===== src/rtl/localbus_pkg.sv =====
// localbus_pkg: shared localbus state encoding and widths.
package localbus_pkg;
  typedef enum logic [1:0] {SYNC, IDLE, RECV} lb_state_t;
  localparam int VUN_W = 8;
  function automatic int pcnt_w(input int ub);
    return (ub > 2) ? $clog2(ub / 2) : 1;
  endfunction
endpackage


===== src/rtl/localbus_rx_deser.sv =====
// localbus_rx_deser: MSB-first 2-bit deserialiser with pair counter.
module localbus_rx_deser
  import localbus_pkg::*;
#(
  parameter int UNIT_BIT_NUM = 32
) (
  input  logic                    clk,
  input  logic                    rst,
  input  logic                    sample,
  input  logic                    dq1,
  input  logic                    dq0,
  output logic [UNIT_BIT_NUM-1:0] word,
  output logic                    unit_done,
  output logic                    mid
);
  localparam int PW = pcnt_w(UNIT_BIT_NUM);
  localparam logic [PW-1:0] LAST = PW'(UNIT_BIT_NUM / 2 - 1);
  logic [PW-1:0] cnt;
  logic [UNIT_BIT_NUM-1:0] sh;
  assign word = UNIT_BIT_NUM'({sh, dq1, dq0});
  assign unit_done = sample && cnt == LAST;
  assign mid = cnt != '0;
  // Counter returns to 0 whenever sampling stops, so a dropped partial unit leaves no residue.
  always_ff @(posedge clk) begin
    if (rst) begin
      cnt <= '0;
      sh  <= '0;
    end else begin
      cnt <= (!sample || unit_done) ? '0 : cnt + 1'b1;
      if (sample) sh <= word;
    end
  end
endmodule


===== src/rtl/localbus_receiver.sv =====
// localbus_receiver: localbus frame receiver; LOCALBUS_RX_UNIT_STREAM_EN enables per-unit outputs.
module localbus_receiver
  import localbus_pkg::*;
#(
  parameter int MAX_UNIT_NUM = 4,
  parameter int UNIT_BIT_NUM = 32
) (
  input  logic                                 CLK_I,
  input  logic                                 RST_I,
  input  logic                                 DE_I,
  input  logic                                 DQ0_I,
  input  logic                                 DQ1_I,
  output logic                                 UNIT_VALID_O,
  output logic [UNIT_BIT_NUM-1:0]              UNIT_DATA_O,
  output logic                                 FRAME_VALID_O,
  output logic [MAX_UNIT_NUM*UNIT_BIT_NUM-1:0] PDATA_O,
  output logic [VUN_W-1:0]                     VALID_UNIT_NUM_O,
  output logic                                 ERR_O,
  output logic                                 BUSY_O
);
  localparam int FW = MAX_UNIT_NUM * UNIT_BIT_NUM;
  localparam logic [VUN_W-1:0] MU_C = VUN_W'(MAX_UNIT_NUM);
  lb_state_t state, state_n;
  logic [VUN_W-1:0] cnt, cnt_b, cnt_w, cnt_n;
  logic [FW-1:0] fbuf, fb_b, fb_w, fbuf_n;
  logic [UNIT_BIT_NUM-1:0] word;
  logic sample, unit_done, mid, start, eof, full, frame;
  assign sample = DE_I && state != SYNC;
  assign BUSY_O = state == RECV;
  localbus_rx_deser #(.UNIT_BIT_NUM(UNIT_BIT_NUM)) u_deser (
    .clk      (CLK_I),
    .rst      (RST_I),
    .sample   (sample),
    .dq1      (DQ1_I),
    .dq0      (DQ0_I),
    .word     (word),
    .unit_done(unit_done),
    .mid      (mid)
  );
  // A full buffer and end-of-frame both flush, so a DE fall right after a full frame finds count 0.
  always_comb begin
    start = state == IDLE && DE_I;
    eof = state == RECV && !DE_I;
    cnt_b = start ? '0 : cnt;
    fb_b = start ? '0 : fbuf;
    fb_w = fb_b;
    for (int k = 0; k < MAX_UNIT_NUM; k++)
      if (unit_done && cnt_b == VUN_W'(k)) fb_w[k*UNIT_BIT_NUM +: UNIT_BIT_NUM] = word;
    cnt_w = cnt_b + VUN_W'(unit_done);
    full = unit_done && cnt_w == MU_C;
    frame = full || (eof && cnt != '0);
    cnt_n = (full || eof) ? '0 : cnt_w;
    fbuf_n = (full || eof) ? '0 : fb_w;
    state_n = (state == SYNC && DE_I) ? SYNC : DE_I ? RECV : IDLE;
  end
  always_ff @(posedge CLK_I) begin
    if (RST_I) begin
      state            <= SYNC;
      cnt              <= '0;
      fbuf             <= '0;
      FRAME_VALID_O    <= 1'b0;
      ERR_O            <= 1'b0;
      PDATA_O          <= '0;
      VALID_UNIT_NUM_O <= '0;
    end else begin
      state         <= state_n;
      cnt           <= cnt_n;
      fbuf          <= fbuf_n;
      FRAME_VALID_O <= frame;
      ERR_O         <= eof && mid;
      if (frame) begin
        PDATA_O          <= fb_w;
        VALID_UNIT_NUM_O <= cnt_w;
      end
    end
  end
`ifdef LOCALBUS_RX_UNIT_STREAM_EN
  always_ff @(posedge CLK_I) begin
    if (RST_I) begin
      UNIT_VALID_O <= 1'b0;
      UNIT_DATA_O  <= '0;
    end else begin
      UNIT_VALID_O <= unit_done;
      if (unit_done) UNIT_DATA_O <= word;
    end
  end
`else
  assign UNIT_VALID_O = 1'b0;
  assign UNIT_DATA_O  = '0;
`endif
endmodule

===== config.mk =====
export PLATFORM = sky130hd
export DESIGN_NAME = localbus_receiver
export DESIGN_NICKNAME = d
export VERILOG_FILES = /design/src/rtl/localbus_pkg.sv /design/src/rtl/localbus_rx_deser.sv /design/src/rtl/localbus_receiver.sv
export SDC_FILE = /design/constraint.sdc
export NUM_CORES = 1
export LEC_CHECK = 0
export ABC_AREA = 1
export BUFFER_PORTS_ARGS = -buffer_cell sky130_fd_sc_hd__buf_2
export CAP_MARGIN = 20
export CORE_MARGIN = 5
export CORE_UTILIZATION = 62
export CTS_CLUSTER_DIAMETER = 40
export DETAILED_ROUTE_END_ITERATION = 12
export PLACE_DENSITY = 0.89
export SLEW_MARGIN = 15
export SYNTH_ARGS = -nofsm -noshare
export SYNTH_HDL_FRONTEND = slang
export SYNTH_SLANG_ARGS = --single-unit

===== constraint.sdc =====
create_clock -name CLK_I -period 6.39 [get_ports CLK_I]
set_input_delay 0.9585 -clock CLK_I [delete_from_list [all_inputs] [get_ports CLK_I]]
set_output_delay 0.9585 -clock CLK_I [all_outputs]
set_load 0.03 [all_outputs]

==> out/metrics.cfg <==
[clock_network]
clock-root-buffer = clkbuf_16
numCtsBuffers = 36
postCtsSetupBuffers = 0
clock-sinks = 310
clockBufferDepth = 3
cts_hold_buffers = 0
htree_levels = 2
clkLatencyLatePin_ns = 0.51
cts_tree = built
clk_pin_slew_ns = 0.06
cts_repair_resize_count = 0

[drt]
drc = 0
vias = 12040
drt_wl_total_mm = 33.98
vias_per_cell = 5.408
wl_per_cell_um = 15.26
final_antenna_net_count = 0
dr.pass1.iters = 6
drtIter0Drc = 1384

[cells_and_area]
fill_cells = 1613
finalNonFillerCells = 2227
layout-drive-gt1-share_pct = 13.11
multi_input_area_um2 = 5251
area_delta_synth_final_pct = 12.30
diodes = 0
regArea_um2 = 6206
fin_nets = 1937

[logic_synthesis]
synth_top_family_by_area = simple AND/OR/NAND/NOR gates
synth-adder-area-share_pct = 0.3725
yosys-mux-area-fraction_pct = 0
yosysSeqAreaShare_pct = 46.20
syn_avg_cell_area_um2 = 7.180
synth_cell_types = 32
synthTopCellsByArea = dfxtp_1 (46%), nand3_1 (9.4%), inv_1 (8.7%)
synth_compound_area_share_pct = 12.60
ys_ff_latch = 310
synth_area_um2 = 13430
synth_top_area_share_pct = 46.20
yosysTopAreaCell = dfxtp_1
yosysWarnings = 0
synthCells = 1871
synth-xor-area-share_pct = 0.1956
yosys.area_share.simple_pct = 24.67

[power]
sw_frac_of_total_pct = 22.53
seq_power_share_pct = 46.8
peakVddDrop_v = 0.0001432
power.share.clock_pct = 49.9
p_comb_share_pct = 3.3
switchingPower_w = 0.0009394
p_total_w = 0.004170
powerDensity_nw_per_um2 = 276.4
internal-power_w = 0.003231
leakage_nw = 7.063

[floorplan]
die_h_um = 157.2
start_util_pct = 63.51
dieArea_um2 = 24710
core_area_um2 = 21150
die_w_um = 157.2
placementRows = 53
ios = 177

[job]
drv_cap = 0

[setup_path]
critical_path_class = primary input to flop
critPathMaxFanout = 204
endpoint_kind = flop
cp.required_ns = 6.79
cp-start-kind = primary input
crit_start = DE_I
reg2reg_from = state[1]$_SDFF_PP0_
worstPathArrival_ns = 4.36

[sta]
worstMarginPinSlew_ns = 1.103
fin_worst_skew_ns = 0.01140
hold_viol = 0
slew-limit-headroom_pct = 26.46
fmax_mhz = 252.4
setup_viol = 0
fin_setup_tns_ns = 0
finalCritPeriodShare_pct = 61.99
fin_crit_ns = 3.961
slew_viol_final = 0
fin_hold_ws_ns = 0.4847
grt_setup_unrepaired = no

[min_path]
holdCritPathClass = flop to flop
hold_path_startpoint = u_deser.cnt[0]$_SDFF_PP0_

[placement]
gp_congestion = 0.8335
port_buffers = 143
dpl.cell_count = 2162
dp_hpwl_mm = 20.63

[global_routing]
grt_remaining_overflow = 0
antenna_found_initial = 1
grt_pass1_wl_mm = 53.76
grt_pass1_vias = 10790
grtUsageTotal_pct = 26.54
grt_max_degree = 274

[outcome]
run_status = finished clean

per-stage QoR:
step,instance area (µm²),utilization [%],setup WS (ns)
2_1_floorplan,13550,-,3.457
5_1_grt,15090,71.32,2.152
3_5_place_dp,13800,65.23,2.079
3_3_place_gp,13800,65.23,2.214
4_1_cts,15020,71.00,2.597
6_report,15090,71.32,2.429
sequential cells by signal, indices dropped and copies added (netlist names):
name and count:
PDATA_O 128, fbuf 128, u_deser.sh 30, VALID_UNIT_NUM_O 8, cnt 8, u_deser.cnt 4
state 2, ERR_O 1, FRAME_VALID_O 1
cell families (layout without fill, tap and decap cells):
family | count (synthesis) | after routing
adders and majority gates | 4 | 4
DFF | 310 | 310
and+or+nand+nor | 737 | 737
buffers and inverters | 482 | 531
xor gates and xnor gates | 3 | 3
AOI/OAI and AO/OA | 334 | 334
other | 1 | 33
synth_stat cells, drive strengths merged:
cell type / count
conb: 1
nand4: 5
clkbuf: 60
nand3: 280
inv: 312
xnor2: 1
nor2: 287
a211oi: 1
nor3: 3
o21ai: 159
buf: 110
a21boi: 2
nand2: 161
a21o: 2
a21oi: 168
dfxtp: 310
nand3b: 1
xor2: 2
ha: 4
o21bai: 2
layout make-up:
| type | count | share of cell area, % |
|---|---|---|
| Tap cell | 275 | 2.281 |
| Multi-Input combinational cell | 1111 | 34.81 |
| Sequential cell | 310 | 41.13 |
| Clock buffer | 47 | 6.850 |
| Inverter | 312 | 7.779 |
| Timing Repair Buffer | 157 | 5.905 |
| Clock inverter | 15 | 1.244 |
layout by cell type, fill, tap and decap left out, types with 28 or more instances in the layout:
master,count
a21oi_1,168
nand3_2,28
dfxtp_1,310
nor2_1,286
nand2_1,160
o21ai_0,98
nand3_1,249
conb_1,33
clkbuf_16,37
inv_1,310
buf_2,143
o21ai_1,60
layer usage:
metal / GRT usage (%) / vias up / wire [µm]
met5: 0 / - / 13
met1: 35.06 / 5485 / 13530
li1: - / 5926 / -
met2: 41.87 / 530 / 15830
met3: 6.406 / 101 / 3256
met4: 11.14 / 2 / 1345
worst max-delay path, stage by stage:
cell     delay (ns)
buf_2          0.14
nand3_4        0.38
buf_4          0.57
nand3_1        0.19
nor2_1         0.29
nand3_1        0.14
nand2_1        0.12
nor2_1         0.08
nand3_4        0.09
buf_12         0.31
buf_16         0.51
nand3_1        0.18
nand2_1        0.11
nor2_1         0.05
power groups by stage:
stage | registers [W] | logic (W) | clock network [W]
after floorplan | 0.00199 | 0.000109 | 0
after global placement | 0.00199 | 0.000131 | 0
after detailed placement | 0.00199 | 0.000132 | 0
after CTS | 0.00195 | 0.000133 | 0.00209
after global routing | 0.00195 | 0.000144 | 0.00218
final | 0.00195 | 0.000137 | 0.00208
path summary, 6_finish.rpt:
check | end | slack, ns | cells after the start
worst max-delay path | PDATA_O[21]$_SDFFE_PP0P_ | 2.43 | 14
worst min-delay path | u_deser.cnt[0]$_SDFF_PP0_ | 0.48 | 1
worst max register to register | PDATA_O[21]$_SDFFE_PP0P_ | 2.60 | 14
worst min register to register | u_deser.cnt[0]$_SDFF_PP0_ | 0.48 | 1
Power figures use the tool's default switching activity.
